$ cat config.mk
export PLATFORM = sky130hd
export DESIGN_NAME = data_rx_sequencer_flat
export DESIGN_NICKNAME = d
export VERILOG_FILES = /design/src/rtl/data_rx_sequencer_if.sv /design/src/rtl/data_rx_sequencer.sv /design/src/flat_wrapper.sv
export SDC_FILE = /design/constraint.sdc
export NUM_CORES = 1
export LEC_CHECK = 0
export CAP_MARGIN = 20
export CORE_ASPECT_RATIO = 1.2
export CORE_MARGIN = 2
export CORE_UTILIZATION = 46
export CTS_CLUSTER_SIZE = 25
export DETAILED_ROUTE_END_ITERATION = 12
export HOLD_SLACK_MARGIN = 0.1
export PLACE_DENSITY = 0.71
export SYNTH_ARGS = -nofsm -noshare
export SYNTH_HDL_FRONTEND = slang
export SYNTH_SLANG_ARGS = --single-unit
$ cat constraint.sdc
create_clock -name clk_i -period 2.05 [get_ports clk_i]
set_input_delay 0.3075 -clock clk_i [delete_from_list [all_inputs] [get_ports clk_i]]
set_output_delay 0.3075 -clock clk_i [all_outputs]
set_load 0.1 [all_outputs]
$ cat src/rtl/data_rx_sequencer_if.sv
// Receive-side bundle between the unstuffer/PID decoder, the CRC16 checker,
// the protocol handler and the DATA0 sequencer.
interface data_rx_sequencer_if #(
    parameter int unsigned DATA_BITS = 64
);
    logic                 pid_ok;
    logic                 bit_valid;
    logic                 bit_in;
    logic                 eop;
    logic [15:0]          crc_residue;
    logic                 crc_clr;
    logic                 crc_en;
    logic [DATA_BITS-1:0] data;
    logic                 pkt_done;
    logic                 crc_ok;
    logic                 len_err;
    logic                 timeout_err;
    logic                 busy;

    modport slave (
        input  pid_ok, bit_valid, bit_in, eop, crc_residue,
        output crc_clr, crc_en, data, pkt_done, crc_ok, len_err, timeout_err, busy
    );

    modport master (
        output pid_ok, bit_valid, bit_in, eop, crc_residue,
        input  crc_clr, crc_en, data, pkt_done, crc_ok, len_err, timeout_err, busy
    );
endinterface

$ cat src/rtl/data_rx_sequencer.sv
// DATA0 receive sequencer: streams body bits into the CRC16 checker, buffers
// them, and judges length and residue on EOP or aborts on inter-bit timeout.
module data_rx_sequencer #(
    parameter int unsigned DATA_BITS      = 64,
    parameter int unsigned CRC_BITS       = 16,
    parameter int unsigned TIMEOUT_CYCLES = 255,
    parameter logic [15:0] RESIDUE        = 16'h800D
) (
    input  logic               clk_i,
    input  logic               rst_i,
    data_rx_sequencer_if.slave rx
);
    localparam int unsigned W  = DATA_BITS + CRC_BITS;
    localparam int unsigned CW = $clog2(W + 2);
    localparam int unsigned GW = $clog2(TIMEOUT_CYCLES + 1);

    localparam logic [CW-1:0] CNT_FULL = CW'(W);
    localparam logic [CW-1:0] CNT_SAT  = CW'(W + 1);
    localparam logic [GW-1:0] GAP_LAST = GW'(TIMEOUT_CYCLES - 1);
    localparam logic [GW-1:0] GAP_MAX  = GW'(TIMEOUT_CYCLES);

    typedef enum logic [1:0] {
        IDLE,
        RECV,
        CHECK
    } state_t;

    state_t               state_q;
    logic [W-1:0]         buf_q, buf_d;
    logic [CW-1:0]        cnt_q, cnt_d;
    logic [GW-1:0]        gap_q, gap_d;
    logic [DATA_BITS-1:0] data_q;
    logic                 pkt_done_q;
    logic                 crc_ok_q;
    logic                 len_err_q;
    logic                 timeout_err_q;
    logic                 check_good;

    // A restart pid_ok wins over a same-cycle bit, so that bit never reaches the checker.
    assign rx.crc_en      = (state_q == RECV) && !rx.pid_ok && rx.bit_valid;
    assign rx.crc_clr     = rx.pid_ok && ((state_q == IDLE) || (state_q == RECV));
    assign rx.busy        = (state_q != IDLE);
    assign rx.data        = data_q;
    assign rx.pkt_done    = pkt_done_q;
    assign rx.crc_ok      = crc_ok_q;
    assign rx.len_err     = len_err_q;
    assign rx.timeout_err = timeout_err_q;

    assign check_good = (cnt_q == CNT_FULL) && (rx.crc_residue == RESIDUE);

    always_comb begin
        buf_d = buf_q;
        cnt_d = cnt_q;
        gap_d = gap_q;
        if (rx.bit_valid) begin
            buf_d = {rx.bit_in, buf_q[W-1:1]};
            if (cnt_q != CNT_SAT) begin
                cnt_d = cnt_q + 1'b1;
            end
            gap_d = '0;
        end else if (gap_q != GAP_MAX) begin
            gap_d = gap_q + 1'b1;
        end
    end

    always_ff @(posedge clk_i) begin
        if (rst_i) begin
            state_q       <= IDLE;
            buf_q         <= '0;
            cnt_q         <= '0;
            gap_q         <= '0;
            data_q        <= '0;
            pkt_done_q    <= 1'b0;
            crc_ok_q      <= 1'b0;
            len_err_q     <= 1'b0;
            timeout_err_q <= 1'b0;
        end else begin
            pkt_done_q <= 1'b0;
            case (state_q)
                IDLE: begin
                    if (rx.pid_ok) begin
                        cnt_q   <= '0;
                        gap_q   <= '0;
                        state_q <= RECV;
                    end
                end
                RECV: begin
                    if (rx.pid_ok) begin
                        cnt_q <= '0;
                        gap_q <= '0;
                        buf_q <= '0;
                    end else if (rx.eop) begin
                        buf_q   <= buf_d;
                        cnt_q   <= cnt_d;
                        gap_q   <= gap_d;
                        state_q <= CHECK;
                    end else if (!rx.bit_valid && (gap_q == GAP_LAST)) begin
                        // This idle cycle is the TIMEOUT_CYCLES-th in a row.
                        state_q       <= IDLE;
                        pkt_done_q    <= 1'b1;
                        timeout_err_q <= 1'b1;
                        crc_ok_q      <= 1'b0;
                        len_err_q     <= 1'b0;
                    end else begin
                        buf_q <= buf_d;
                        cnt_q <= cnt_d;
                        gap_q <= gap_d;
                    end
                end
                CHECK: begin
                    len_err_q     <= (cnt_q != CNT_FULL);
                    crc_ok_q      <= check_good;
                    timeout_err_q <= 1'b0;
                    pkt_done_q    <= 1'b1;
                    if (check_good) begin
                        data_q <= buf_q[DATA_BITS-1:0];
                    end
                    state_q <= IDLE;
                end
                default: state_q <= IDLE;
            endcase
        end
    end
endmodule

$ cat src/flat_wrapper.sv
// flat-port wrapper written by rule: the top's interface ports become plain ports
module data_rx_sequencer_flat 
#(
    parameter int unsigned DATA_BITS      = 64,
    parameter int unsigned CRC_BITS       = 16,
    parameter int unsigned TIMEOUT_CYCLES = 255,
    parameter logic [15:0] RESIDUE        = 16'h800D
)
  (clk_i, rst_i, rx_pid_ok, rx_bit_valid, rx_bit_in, rx_eop, rx_crc_residue, rx_crc_clr, rx_crc_en, rx_data, rx_pkt_done, rx_crc_ok, rx_len_err, rx_timeout_err, rx_busy);
  data_rx_sequencer_if #(.DATA_BITS(DATA_BITS)) rx_i ();
  input  logic clk_i;
  input  logic rst_i;
  input wire logic [$bits(rx_i.pid_ok)-1:0] rx_pid_ok;
  input wire logic [$bits(rx_i.bit_valid)-1:0] rx_bit_valid;
  input wire logic [$bits(rx_i.bit_in)-1:0] rx_bit_in;
  input wire logic [$bits(rx_i.eop)-1:0] rx_eop;
  input wire logic [$bits(rx_i.crc_residue)-1:0] rx_crc_residue;
  output wire logic [$bits(rx_i.crc_clr)-1:0] rx_crc_clr;
  output wire logic [$bits(rx_i.crc_en)-1:0] rx_crc_en;
  output wire logic [$bits(rx_i.data)-1:0] rx_data;
  output wire logic [$bits(rx_i.pkt_done)-1:0] rx_pkt_done;
  output wire logic [$bits(rx_i.crc_ok)-1:0] rx_crc_ok;
  output wire logic [$bits(rx_i.len_err)-1:0] rx_len_err;
  output wire logic [$bits(rx_i.timeout_err)-1:0] rx_timeout_err;
  output wire logic [$bits(rx_i.busy)-1:0] rx_busy;
  assign rx_i.pid_ok = rx_pid_ok;
  assign rx_i.bit_valid = rx_bit_valid;
  assign rx_i.bit_in = rx_bit_in;
  assign rx_i.eop = rx_eop;
  assign rx_i.crc_residue = rx_crc_residue;
  assign rx_crc_clr = rx_i.crc_clr;
  assign rx_crc_en = rx_i.crc_en;
  assign rx_data = rx_i.data;
  assign rx_pkt_done = rx_i.pkt_done;
  assign rx_crc_ok = rx_i.crc_ok;
  assign rx_len_err = rx_i.len_err;
  assign rx_timeout_err = rx_i.timeout_err;
  assign rx_busy = rx_i.busy;
  data_rx_sequencer #(.DATA_BITS(DATA_BITS), .CRC_BITS(CRC_BITS), .TIMEOUT_CYCLES(TIMEOUT_CYCLES), .RESIDUE(RESIDUE)) u_core (.clk_i(clk_i), .rst_i(rst_i), .rx(rx_i));
endmodule
Word-level counts from Yosys, hierarchy flattened

Index checks and enable logic that the tools add are counted.

Output and inout port bits: 71
Input port bits: 22
Word-level logic and storage cells: 79
Flip-flop bits (word level): 165

Add/subtract/negate cells: 2
Reductions and logical operators: 17
Equality and inequality tests: 15
Muxes and demuxes: 36

Operators by type and width:

| operator             | count |
|---|---|
| $mux 80              | 4 |
| $mux 8               | 6 |
| $mux 7               | 6 |
| $eq 16x16->1 const B | 1 |
| $pmux 8 s2           | 1 |
| $ne 7x7->1 const B   | 2 |
| $pmux 7 s2           | 1 |
| $mux 1               | 9 |
| $add 8x1->8 const B  | 1 |
| $eq 8x8->1 const B   | 1 |
| $mux 2               | 4 |
| $ne 2x2->1 const B   | 4 |
| $ne 8x8->1 const B   | 1 |
| $pmux 1 s2           | 4 |
| $add 7x1->7 const B  | 1 |
| $eq 7x7->1 const B   | 1 |
| $ne 3x3->1 const B   | 2 |
| $reduce_and 3->1     | 2 |
| $reduce_bool 2->1    | 3 |
| $logic_and 1x1->1    | 5 |
| $ne 4x4->1 const B   | 1 |
| $pmux 2 s2           | 1 |
| $reduce_and 2->1     | 2 |
| $reduce_and 4->1     | 1 |
| other kinds (5)      | 6 |

Longest topological paths before layout

Depth in word-level cells: 7
Mapped depth: 8
Mapped depth without buffers: 6

Worst setup path before layout

OpenSTA, ideal clock, no wires.

Path kind: reg-to-reg
From: register u_core.state_q[1]
To: register u_core.buf_q[62]
Data arrival time: 2.340 ns
Data required time: 1.981 ns
Path slack: -0.359 ns
Stages on the path, launching flop included: 9
Period minus slack after synthesis: 2.409 ns
Buffers on the path: 2
Setup time: 0.069 ns
Cell sequence: dfxtp_1 > inv_1 > ha_1 > buf_2 > nand3b_1 > inv_2 > clkbuf_1 > a22oi_1 > nor2_1

Word-level cells in the longest chain between the ends: 2

RTL lines:

| item                       | RTL line                 | source |
|---|---|---|
| start: declaration         | data_rx_sequencer.sv:28  | `state_t state_q;` |
| start signal: assignment   | data_rx_sequencer.sv:68  | `state_q <= IDLE;` |
| start signal: assignment   | data_rx_sequencer.sv:84  | `state_q <= RECV;` |
| start signal: assignment   | data_rx_sequencer.sv:96  | `state_q <= CHECK;` |
| $eq 2x1->1                 | data_rx_sequencer.sv:79  | `case (state_q)` |
| $reduce_and 2->1 (no line) | --                       |  |
| end signal: assignment     | data_rx_sequencer.sv:93  | `buf_q <= buf_d;` |
| end signal: assignment     | data_rx_sequencer.sv:105 | `buf_q <= buf_d;` |
| end: declaration           | data_rx_sequencer.sv:29  | `logic [W-1:0] buf_q, buf_d;` |

No other way between the ends.
A chain may end at the register's enable or synchronous reset.

Final worst setup path

From: register u_core.state_q[1]
To: output port rx_crc_en

Word-level cells in the longest chain between the ends: 3

RTL lines:

| item                            | RTL line                | source |
|---|---|---|
| $eq 2x1->1                      | data_rx_sequencer.sv:40 | `assign rx.crc_en = (state_q == RECV) && !rx.pid_ok && rx.bit_valid;` |
| $logic_and 1x1->1 (2 in series) | data_rx_sequencer.sv:40 |  |
| end: declaration                | flat_wrapper.sv:19      | `output wire logic [$bits(rx_i.crc_en)-1:0] rx_crc_en;` |

No other way between the ends.

==> run_results.csv <==
group,metric,value,unit
place,gp_congestion,0.832,
sta,fin_crit,2000,ps
finish,syn_to_final_growth,26.4,%
clock_tree,cts_sinks,165,
setup_path,cp-startpoint,"u_core.state_q[1]",
yosys,yosysMostFrequentCell,"dfxtp_1",
setup_path,slowest_stage,"dfxtp_1",
floorplanning,die_h,136,um
yosys,ys_warn_count,0,
yosys,synth_largest_area_cell,"dfxtp_1",
power_and_ir_drop,power_density,803,nW/um^2
place,dpl_cell_area,7740,um^2
power_and_ir_drop,p_leak,2.92,nW
setup_path,cpMostUsedCell,"buf_12",
yosys,syn_avg_cell_area,9.08,um^2
clock_tree,clkTransAtPathRegs,60,ps
grt,grt_max_degree,84,
min_path,hold_path_end,"u_core.rx.data[26]",
place,port_buffers,92,
setup_path,required,1740,ps
finish,antennaDiodeCount,0,
clock_tree,cts.path.max_buffers,2,
power_and_ir_drop,power.switching,1.57,mW
setup_path,crit_fanout,10,
finish,utilization,58.8,%
sta,whs,191,ps
floorplanning,core_area,14300,um^2
finish,final_cells,990,
yosys,synth_seq_cells,165,
floorplanning,io_pins,93,
clock_tree,h-tree-depth,4,
power_and_ir_drop,p_int,5.19,mW
detailed_routing,num_vias,6196,
yosys,synth_cells,733,
sta,setup_viol_count_final,0,
floorplanning,start_util,46.6,%
clock_tree,hold_buffers,0,
flow_run,maxCapViolCount,0,
yosys,synthTopCellsByArea,"dfxtp_1, a22oi_1, o31ai_1",
sta,finalHoldViolations,0,
detailed_routing,wl_per_cell,17.5,um
place,dpl.hpwl,10.5,mm
yosys,synth_common_cells,"dfxtp_1, nor2_1, a22oi_1, a21oi_1, nand4_1",
place,dp_worst_setup_slack,-62.6,ps
setup_path,path_cells,"inv_1, ha_4, nand3b_1, inv_2, buf_12, buf_12",
yosys,ys_seq_area_share,49.6,%
detailed_routing,wirelength,17.4,mm
sta,worstMarginPinSlew,497,ps
detailed_routing,drc,0,
place,placedCellCount,954,
setup_path,max_stage_delay,350,ps
min_path,min_path_type,"in -> reg",
yosys,synth_ff_type,"dfxtp_1",
detailed_routing,dr.first_iter.drc_count,505,
clock_tree,root_buffer,"clkbuf_16",
power_and_ir_drop,combPwrFrac,6.5,%
yosys,syn_area,6650,um^2
clock_tree,clkLatencyLatePin,420,ps
floorplanning,fp-row-count,48,
floorplanning,dieArea,15400,um^2
finish,final_nets,832,
power_and_ir_drop,p_clk_share,45.9,%
finish,stdcell_area,8410,um^2
setup_path,r2r_setup_slack,130,ps
finish,drive_gt1_share,19.6,%
run_status,status,"finished clean",
power_and_ir_drop,swShare,23.2,%
grt,overflow,0,
clock_tree,cts_inserted_buffers,17,
detailed_routing,final_antenna_net_count,0,
power_and_ir_drop,peakVddDrop,0.000517,V
clock_tree,cts_tree,"built",
power_and_ir_drop,seq_power_share,47.6,%
grt,antenna_found_initial,0,
sta,final.setup.tns,0,ps
setup_path,critPathArrivalTime,1690,ps
yosys,synthArstFlopShare,0,%
grt,grt_pass1_vias,5782,
grt,grt_pass1_wl,27.8,mm
detailed_routing,first_pass_iters,5,
yosys,yosysUniqueCellTypes,51,
min_path,hp-start,"rst_i",
yosys,synth_edf_count,0,
setup_path,r2r-end,"u_core.rx.data[61]",
setup_path,r2r_start,"u_core.state_q[0]",
yosys,syn-num-nets,763,
sta,clock_skew,6.90,ps
yosys,yosysTopAreaCellShare,49.6,%
setup_path,critPathKind,"reg -> out",
sta,fin_crit_sh,97.6,%
sta,maxSlewHeadroom,66.9,%
setup_path,startpoint_type,"flip-flop",
sta,fin_ws,49.3,ps
grt,track_usage,21.9,%
power_and_ir_drop,total_power,6.76,mW
sta,clock.fmax,500,MHz
detailed_routing,via_per_inst,6.26,
min_path,min_path_cells,2,
sta,slew_violations,0,
setup_path,rr_worst_depth,8,
floorplanning,die_w,114,um
setup_path,critPathCaptureType,"output pin",
layer usage:
| layer | vias up | wire length [um] | track usage [%] |
|---|---|---|---|
| li1 | 2924 | - | - |
| met1 | 3070 | 7420 | 26.7 |
| met2 | 173 | 8930 | 38.2 |
| met3 | 29 | 747 | 4.61 |
| met4 | 0 | 252 | 7.52 |
| met5 | - | 0 | 0 |
worst max-delay path, delay by kind of cell, from the launching register on:
| family | cells | cell delay (ps) |
|---|---|---|
| buffers and inverters | 4 | 570 |
| DFF | 1 | 350 |
| adders and majority gates | 1 | 190 |
| and+or+nand+nor | 1 | 160 |
cell usage in the layout (no fill, tap or decap), drive strengths merged, types with 4 or more instances in the layout:
cell / instances
a21oi: 75
a22oi: 80
a311oi: 6
a32o: 7
buf: 107
clkbuf: 21
clkdlybuf4s50: 20
clkinv: 7
clkinvlp: 4
dfxtp: 165
ha: 8
inv: 11
nand2: 13
nand3: 8
nand4: 67
nor2: 91
nor3: 9
nor4: 4
o21ai: 9
o31ai: 64
layout make-up:
cell class | count | area [um^2]
Fill cell | 1261 | 5880
Clock inverter | 12 | 129
Inverter | 12 | 48.8
Multi-Input combinational cell | 478 | 3060
Sequential cell | 165 | 3300
Tap cell | 175 | 219
Clock buffer | 20 | 447
Timing Repair Buffer | 128 | 1210
what timing repair did:
action | CTS | global route
resized for setup | 3 | 9
gates cloned | 0 | 1
setup buffers | 1 | 2
endpoints found under the setup margin | 2 | 22
pin swaps | 1 | 1
power groups by stage:
stage          logic, mW  registers (mW)  clock network [mW]
2_1_floorplan      0.242            3.29                   0
3_3_place_gp       0.411            3.28                   0
3_5_place_dp       0.418            3.29                   0
4_1_cts            0.426            3.21                3.15
5_1_grt            0.470            3.21                3.30
6_report           0.442            3.22                3.10
registers in the layout (all words and copies together), names as in the netlist:
register,cells
u_core.rx.len_err,1
u_core.state_q,2
u_core.rx.timeout_err,1
u_core.rx.pkt_done,1
u_core.buf_q,80
u_core.cnt_q,7
u_core.rx.crc_ok,1
u_core.rx.data,64
u_core.gap_q,8
cells by family (layout without fill, tap and decap cells):
kind of cell    count (synthesis)  count (layout)  synth area share, %
fa+ha+maj                       8               8                 1.50
simple gates                  214             214                 16.6
compound gates                256             256                 26.6
buf+inv                        90             172                 5.58
flops                         165             165                 49.6
worst max-delay path by stage:
| stage | to | slack (ps) | depth (start not counted) |
|---|---|---|---|
| after floorplan | rx_crc_clr | 30 | 5 |
| after global placement | u_core.cnt_q[2] | -9 | 5 |
| after detailed placement | u_core.rx.data[42] | -60 | 6 |
| after CTS | rx_crc_clr | 7 | 5 |
| after global routing | rx_crc_en | -20 | 6 |
| final | rx_crc_en | 50 | 6 |
Power figures use the tool's default switching activity.
